$ cat src/rtl/mvm_noc_pkg.sv
// Shared constants and payload types for the MVM NoC instruction path.
package mvm_noc_pkg;

    localparam int unsigned USER_TYPE_LSB = 9;
    localparam int unsigned INSTW         = 32;
    localparam int unsigned ENTRY_DESTW   = 4;

    localparam logic [1:0] TYPE_INST   = 2'b00;
    localparam logic [1:0] TYPE_WEIGHT = 2'b11;

    typedef struct packed {
        logic                   last;
        logic [ENTRY_DESTW-1:0] dest;
        logic [INSTW-1:0]       word;
    } inst_entry_t;

endpackage

$ cat src/rtl/inst_loader_if.sv
// AXI-Stream transmit bundle from the instruction loader into its mesh node.
interface inst_loader_if #(
    parameter int unsigned DATAW = 512,
    parameter int unsigned USERW = 75,
    parameter int unsigned IDW   = 2,
    parameter int unsigned DESTW = 4
);
    logic                   tvalid;
    logic                   tready;
    logic [DATAW+USERW-1:0] tdata;
    logic [IDW-1:0]         tid;
    logic [DESTW-1:0]       tdest;
    logic                   tlast;

    modport master (output tvalid, tdata, tid, tdest, tlast, input tready);
    modport slave  (input tvalid, tdata, tid, tdest, tlast, output tready);
endinterface

$ cat src/rtl/sync_fifo.sv
// Single-clock FIFO with registered occupancy and registered ready/valid flags.
module sync_fifo #(
    parameter int unsigned WIDTH = 37,
    parameter int unsigned DEPTH = 16
) (
    input  logic             clk,
    input  logic             rst,
    input  logic             wr_en,
    input  logic [WIDTH-1:0] wr_data,
    output logic             wr_rdy,
    input  logic             rd_en,
    output logic [WIDTH-1:0] rd_data_c,
    output logic             rd_vld
);
    localparam int unsigned PTRW = (DEPTH > 1) ? $clog2(DEPTH) : 1;
    localparam int unsigned CNTW = $clog2(DEPTH + 1);

    logic [WIDTH-1:0] mem [DEPTH];
    logic [PTRW-1:0]  wr_ptr;
    logic [PTRW-1:0]  rd_ptr;
    logic [CNTW-1:0]  count;
    logic [CNTW-1:0]  count_d;
    logic             wr_fire_c;
    logic             rd_fire_c;

    assign wr_fire_c = wr_en && wr_rdy;
    assign rd_fire_c = rd_en && rd_vld;
    assign rd_data_c = mem[rd_ptr];

    // Next occupancy; flags are registered from it so full never passes through.
    always_comb begin
        count_d = count;
        if (wr_fire_c && !rd_fire_c) begin
            count_d = count + CNTW'(1);
        end else if (!wr_fire_c && rd_fire_c) begin
            count_d = count - CNTW'(1);
        end
    end

    always_ff @(posedge clk) begin
        if (wr_fire_c) begin
            mem[wr_ptr] <= wr_data;
        end
    end

    always_ff @(posedge clk) begin
        if (rst) begin
            wr_ptr <= '0;
            rd_ptr <= '0;
            count  <= '0;
            wr_rdy <= 1'b1;
            rd_vld <= 1'b0;
        end else begin
            if (wr_fire_c) begin
                wr_ptr <= wr_ptr + PTRW'(1);
            end
            if (rd_fire_c) begin
                rd_ptr <= rd_ptr + PTRW'(1);
            end
            count  <= count_d;
            wr_rdy <= (count_d != CNTW'(DEPTH));
            rd_vld <= (count_d != CNTW'(0));
        end
    end

endmodule

$ cat src/rtl/inst_loader.sv
// Buffers destination-tagged instruction words and injects them into the NoC
// as single-beat-per-word AXI-Stream packets, with packet tracking and stats.
module inst_loader
    import mvm_noc_pkg::*;
#(
    parameter int unsigned DATAW      = 512,
    parameter int unsigned USERW      = 75,
    parameter int unsigned IDW        = 2,
    parameter int unsigned DESTW      = 4,
    parameter int unsigned TID        = 0,
    parameter int unsigned FIFO_DEPTH = 16
) (
    input  logic               clk,
    input  logic               rst,
    input  logic               inst_fifo_wen,
    input  logic [INSTW-1:0]   inst_fifo_wdata,
    input  logic [DESTW-1:0]   inst_fifo_wdest,
    input  logic               inst_fifo_wlast,
    output logic               inst_fifo_rdy,
    inst_loader_if.master      axis_tx,
    output logic [15:0]        inst_sent,
    output logic [15:0]        pkt_sent,
    output logic               ovf_err,
    output logic               dest_err
);
    localparam int unsigned    ENTW       = $bits(inst_entry_t);
    localparam logic [USERW-1:0] USER_FIELD = USERW'(TYPE_INST) << USER_TYPE_LSB;

    localparam logic [0:0] ST_IDLE   = 1'b0;
    localparam logic [0:0] ST_IN_PKT = 1'b1;

    inst_entry_t      wr_entry_c;
    inst_entry_t      head_c;
    inst_entry_t      beat_q;
    logic [ENTW-1:0]  head_bits_c;
    logic             fifo_rd_vld;
    logic             load_c;
    logic             accept_c;
    logic             tvalid_q;

    logic [0:0]       state_q;
    logic [0:0]       state_d;
    logic [DESTW-1:0] pkt_dest_q;
    logic [DESTW-1:0] pkt_dest_d;
    logic             dest_err_d;

    assign wr_entry_c = '{last: inst_fifo_wlast,
                          dest: ENTRY_DESTW'(inst_fifo_wdest),
                          word: inst_fifo_wdata};
    assign head_c     = inst_entry_t'(head_bits_c);

    sync_fifo #(
        .WIDTH (ENTW),
        .DEPTH (FIFO_DEPTH)
    ) u_fifo (
        .clk       (clk),
        .rst       (rst),
        .wr_en     (inst_fifo_wen),
        .wr_data   (wr_entry_c),
        .wr_rdy    (inst_fifo_rdy),
        .rd_en     (load_c),
        .rd_data_c (head_bits_c),
        .rd_vld    (fifo_rd_vld)
    );

    // Output beat refills when empty or when its current beat leaves this cycle.
    assign accept_c = tvalid_q && axis_tx.tready;
    assign load_c   = fifo_rd_vld && (!tvalid_q || axis_tx.tready);

    always_ff @(posedge clk) begin
        if (rst) begin
            tvalid_q <= 1'b0;
            beat_q   <= '0;
        end else if (load_c) begin
            tvalid_q <= 1'b1;
            beat_q   <= head_c;
        end else if (accept_c) begin
            tvalid_q <= 1'b0;
        end
    end

    assign axis_tx.tvalid = tvalid_q;
    assign axis_tx.tdata  = {USER_FIELD, {(DATAW-INSTW){1'b0}}, beat_q.word};
    assign axis_tx.tid    = IDW'(TID);
    assign axis_tx.tdest  = DESTW'(beat_q.dest);
    assign axis_tx.tlast  = beat_q.last;

    // Packet tracker: flags any beat whose dest differs from the packet's first beat.
    always_comb begin
        state_d    = state_q;
        pkt_dest_d = pkt_dest_q;
        dest_err_d = dest_err;
        if (accept_c) begin
            case (state_q)
                ST_IDLE: begin
                    if (!beat_q.last) begin
                        state_d    = ST_IN_PKT;
                        pkt_dest_d = DESTW'(beat_q.dest);
                    end
                end
                ST_IN_PKT: begin
                    if (DESTW'(beat_q.dest) != pkt_dest_q) begin
                        dest_err_d = 1'b1;
                    end
                    if (beat_q.last) begin
                        state_d = ST_IDLE;
                    end
                end
                default: state_d = ST_IDLE;
            endcase
        end
    end

    always_ff @(posedge clk) begin
        if (rst) begin
            state_q    <= ST_IDLE;
            pkt_dest_q <= '0;
            dest_err   <= 1'b0;
        end else begin
            state_q    <= state_d;
            pkt_dest_q <= pkt_dest_d;
            dest_err   <= dest_err_d;
        end
    end

    // Statistics wrap silently; overflow flag is sticky until reset.
    always_ff @(posedge clk) begin
        if (rst) begin
            inst_sent <= '0;
            pkt_sent  <= '0;
            ovf_err   <= 1'b0;
        end else begin
            if (accept_c) begin
                inst_sent <= inst_sent + 16'd1;
            end
            if (accept_c && beat_q.last) begin
                pkt_sent <= pkt_sent + 16'd1;
            end
            if (inst_fifo_wen && !inst_fifo_rdy) begin
                ovf_err <= 1'b1;
            end
        end
    end

endmodule

$ cat src/flat_wrapper.sv
// flat-port wrapper written by rule: the top's interface ports become plain ports
module inst_loader_flat import mvm_noc_pkg::*;
#(
    parameter int unsigned DATAW      = 512,
    parameter int unsigned USERW      = 75,
    parameter int unsigned IDW        = 2,
    parameter int unsigned DESTW      = 4,
    parameter int unsigned TID        = 0,
    parameter int unsigned FIFO_DEPTH = 16
)
  (clk, rst, inst_fifo_wen, inst_fifo_wdata, inst_fifo_wdest, inst_fifo_wlast, inst_fifo_rdy, inst_sent, pkt_sent, ovf_err, dest_err, axis_tx_tvalid, axis_tx_tdata, axis_tx_tid, axis_tx_tdest, axis_tx_tlast, axis_tx_tready);
  inst_loader_if #(.DATAW(DATAW), .USERW(USERW), .IDW(IDW), .DESTW(DESTW)) axis_tx_i ();
  input  logic clk;
  input  logic rst;
  input  logic inst_fifo_wen;
  input  logic [INSTW-1:0] inst_fifo_wdata;
  input  logic [DESTW-1:0] inst_fifo_wdest;
  input  logic inst_fifo_wlast;
  output logic inst_fifo_rdy;
  output logic [15:0] inst_sent;
  output logic [15:0] pkt_sent;
  output logic ovf_err;
  output logic dest_err;
  output wire logic [$bits(axis_tx_i.tvalid)-1:0] axis_tx_tvalid;
  output wire logic [$bits(axis_tx_i.tdata)-1:0] axis_tx_tdata;
  output wire logic [$bits(axis_tx_i.tid)-1:0] axis_tx_tid;
  output wire logic [$bits(axis_tx_i.tdest)-1:0] axis_tx_tdest;
  output wire logic [$bits(axis_tx_i.tlast)-1:0] axis_tx_tlast;
  input wire logic [$bits(axis_tx_i.tready)-1:0] axis_tx_tready;
  assign axis_tx_tvalid = axis_tx_i.tvalid;
  assign axis_tx_tdata = axis_tx_i.tdata;
  assign axis_tx_tid = axis_tx_i.tid;
  assign axis_tx_tdest = axis_tx_i.tdest;
  assign axis_tx_tlast = axis_tx_i.tlast;
  assign axis_tx_i.tready = axis_tx_tready;
  inst_loader #(.DATAW(DATAW), .USERW(USERW), .IDW(IDW), .DESTW(DESTW), .TID(TID), .FIFO_DEPTH(FIFO_DEPTH)) u_core (.clk(clk), .rst(rst), .inst_fifo_wen(inst_fifo_wen), .inst_fifo_wdata(inst_fifo_wdata), .inst_fifo_wdest(inst_fifo_wdest), .inst_fifo_wlast(inst_fifo_wlast), .inst_fifo_rdy(inst_fifo_rdy), .axis_tx(axis_tx_i), .inst_sent(inst_sent), .pkt_sent(pkt_sent), .ovf_err(ovf_err), .dest_err(dest_err));
endmodule
$ cat config.mk
export PLATFORM = sky130hd
export DESIGN_NAME = inst_loader_flat
export DESIGN_NICKNAME = d
export VERILOG_FILES = /design/src/rtl/mvm_noc_pkg.sv /design/src/rtl/inst_loader_if.sv /design/src/rtl/sync_fifo.sv /design/src/rtl/inst_loader.sv /design/src/flat_wrapper.sv
export SDC_FILE = /design/constraint.sdc
export NUM_CORES = 1
export LEC_CHECK = 0
export CAP_MARGIN = 40
export CORE_AREA = 2 2 277 279
export CTS_BUF_LIST = sky130_fd_sc_hd__clkbuf_8 sky130_fd_sc_hd__clkbuf_16
export CTS_CLUSTER_DIAMETER = 60
export DETAILED_ROUTE_END_ITERATION = 12
export DIE_AREA = 0 0 279 281
export DONT_BUFFER_PORTS = 1
export PLACE_DENSITY = 0.6
export SLEW_MARGIN = 20
export SYNTH_ARGS = -nofsm -noshare
export SYNTH_HDL_FRONTEND = slang
export SYNTH_SLANG_ARGS = --single-unit
export TNS_END_PERCENT = 100
$ cat constraint.sdc
create_clock -name clk -period 5.3 [get_ports clk]
set_input_delay 0.53 -clock clk [delete_from_list [all_inputs] [get_ports clk]]
set_output_delay 0.53 -clock clk [all_outputs]
set_load 0.01 [all_outputs]
==> metrics.csv <==
metric,value,unit
Initial Utilization,0.396,
ANT nets after route,0,
Tmin final,2.96,ns
NetSw,0.00339,W
# IOs,671,
Final Skew,0.0322,ns
P&R area growth vs syn,6.26,%
P_int,0.00969,W
H-tree depth,3,
Die W,279,microns
DR WL/cell,21.8,microns
Num CTS Buffers,66,
FMAX,338,MHz
run status,completed,
Post-Synth XOR/XNOR Area,0.0117,
TritonCTS clock tree,done,
"commonest non-fill, non-tap cell in the layout",edfxtp_1,
"Setup Fix Bufs, Post-CTS",0,
total power,0.0131,W
Max clock buf depth,3,
Netlist Area Pre-Place,29900,sq um
nets,1970,
setup repair after global routing missed its margin,false,
mux contribution to synthesized area,0.113,
Place WS,2.32,ns
sequential share of the synthesized area,0.656,
worst path arrival time,3.20,ns
Setup Crit Path Kind,register to register,
endpoint class of the critical path,register,
Synth Area in Adders,0.00377,
worst hold path type,input port to register,
fin crit share,0.558,
DRC viols,0,
combinational power share,0.160,
row cnt,101,
ys async rst share,0,
Clock Latency Late Sink,0.61,ns
hold_sp,inst_fifo_wdata[31],
Worst-Margin Slew,0.785,ns
Main synth FF type,edfxtp_1,
"synthesized-area fraction occupied by ao, oa, aoi and oai cells",0.0345,
Netlist cell types,41,
core area,75400,sq um
Max-Cap Viols,0,
first-pass GRT wire length,90.9,mm
Flop pwr share,0.490,
Slew headroom,0.475,
power per cell area,412,nW/um^2
worst-path maximum fanout,21,
drt initial violations,1183,
Die Y,281,microns
endpoints failing hold,0,
DR vias,14120,
Reg area,19600,sq um
largest family of logic cells by synthesized area,buffers and inverters,
worst r2r src,u_core.u_fifo.wr_rdy,
Setup Total Neg Slack,0,ns
Critical Path RT,5.54,ns
VDD IR max,0.345,mV
Leak,11.1,nW
largest net degree at the start of global routing,65,
average cell area after synthesis,16.2,sq um
Synth Area in Simple Gates,0.0289,
Clock power frac,0.350,
"commonest cells after routing, fill and taps aside","edfxtp_1, conb_1, mux4_2, dfxtp_1, a22oi_1",
total grt overflow,0,
layout cell share with drive strength beyond 1,0.151,
Sw Share,0.259,
total track usage,0.158,
hpwl dp,36.6,mm
crit path from,u_core.u_fifo.wr_rdy,
fill count,6626,
flop2flop setup slack,2.34,ns
number of synthesized register bits,684,
post-DR vias/cell,4.78,
CP Launch Type,register,
root buf cell,clkbuf_16,
initial antenna violation count,2,
aggregate routed wire length,64.2,mm
Max Slew Vio Count,0,
setup violators final,0,
clock sinks,684,
vias in the first global route,13640,
Pre-antenna DRT Iters,7,
Final WS setup,2.34,ns
number of port buffers,0,
GPL Wtd Cong,0.754,
Ys Warns,0,
Post-synth EDFFs,592,
Post-Syn Instances,1844,
Final Util,0.421,
Die ar.,78400,sq um
area of the multi-input gates,7980,sq um
clock-pin slew on the worst setup and hold paths,0.06,ns
==> final timing paths <==
check                                    to  cells past startpoint
hold reg to reg        u_core.pkt_dest_q[1]                      2
hold / removal    u_core.u_fifo.mem[15][31]                      0
setup / recovery   u_core.u_fifo.mem[15][2]                      4
setup reg to reg   u_core.u_fifo.mem[15][2]                      4
==> registers in the layout, indices dropped and copies added, names as in the netlist, 4 cells and up <==
register              flops
u_core.u_fifo.count       5
u_core.inst_sent         16
u_core.u_fifo.wr_ptr      4
u_core.u_fifo.mem       592
u_core.pkt_dest_q         4
u_core.axis_tx.tdata     32
u_core.u_fifo.rd_ptr      4
u_core.pkt_sent          16
u_core.axis_tx.tdest      4
==> kinds of logic after synthesis <==
logic type | after synthesis
and+or+nand+nor | 192
AOI/OAI and AO/OA | 136
DFF | 684
buffers and inverters | 629
xor gates and xnor gates | 40
adders and majority gates | 9
muxes | 153
other | 1
==> metrics by stage <==
stage | std cells | hold WS, ns | instance area (sq um)
6_report | 2951 | 0.0186 | 31800
5_1_grt | 2951 | 0.00528 | 31800
4_1_cts | 2946 | 0.000184 | 31700
3_5_place_dp | 2786 | 0.510 | 29200
3_3_place_gp | 2783 | 0.494 | 29100
2_1_floorplan | 2400 | 0.481 | 32000
==> timing repair <==
| action | 4_1_cts | 5_1_grt |
|---|---|---|
| hold buffers | 40 | 0 |
| gates resized for setup | 0 | 0 |
| hold endpoints to repair | 392 | 0 |
==> cells in the mapped netlist (11+ instances only) <==
cell type | count | area share
dfxtp_1 | 92 | 0.062
nor2_1 | 64 | 0.0080
nand4_1 | 11 | 0.0023
a22oi_1 | 74 | 0.019
a21oi_1 | 11 | 0.0018
xnor2_1 | 14 | 0.0041
nand3_1 | 14 | 0.0023
a22o_1 | 38 | 0.011
edfxtp_1 | 592 | 0.59
xor2_1 | 26 | 0.0076
clkbuf_1 | 37 | 0.0046
mux4_2 | 148 | 0.11
buf_4 | 559 | 0.14
nand2_1 | 68 | 0.0085
==> layout make-up <==
| type | instances | share of cell area |
|---|---|---|
| flip-flops and latches | 684 | 0.618 |
| multi-input cells | 1087 | 0.251 |
| clock buffers | 74 | 0.0569 |
| well taps | 978 | 0.0385 |
| repair buffers | 74 | 0.0251 |
| clock inverters | 46 | 0.00977 |
| inverters | 7 | 0.000827 |
| diodes | 1 | 0.0000788 |
==> routing by layer <==
layer / up-vias / global-route usage / share of wire
met4: 2 / 0.0511 / 0.020
met2: 663 / 0.270 / 0.52
li1: 5966 / - / -
met3: 80 / 0.0379 / 0.075
met5: - / 0 / 0.00020
met1: 7409 / 0.198 / 0.39
==> worst max-delay path, stage by stage (launching register included) <==
cell and delay [ns]:
dfxtp_1 0.50, and2_1 0.48, nand2_1 0.36, nor2_4 0.68
buf_4 0.54
==> power groups by stage <==
stage	Clock [W]	Combinational, W	Sequential (W)
after floorplan	0	0.00200	0.00636
after global placement	0	0.00197	0.00656
after detailed placement	0	0.00203	0.00653
after CTS	0.00468	0.00211	0.00642
after global routing	0.00486	0.00228	0.00644
final	0.00458	0.00210	0.00641
Note: power is estimated with default switching activity, not from simulation.
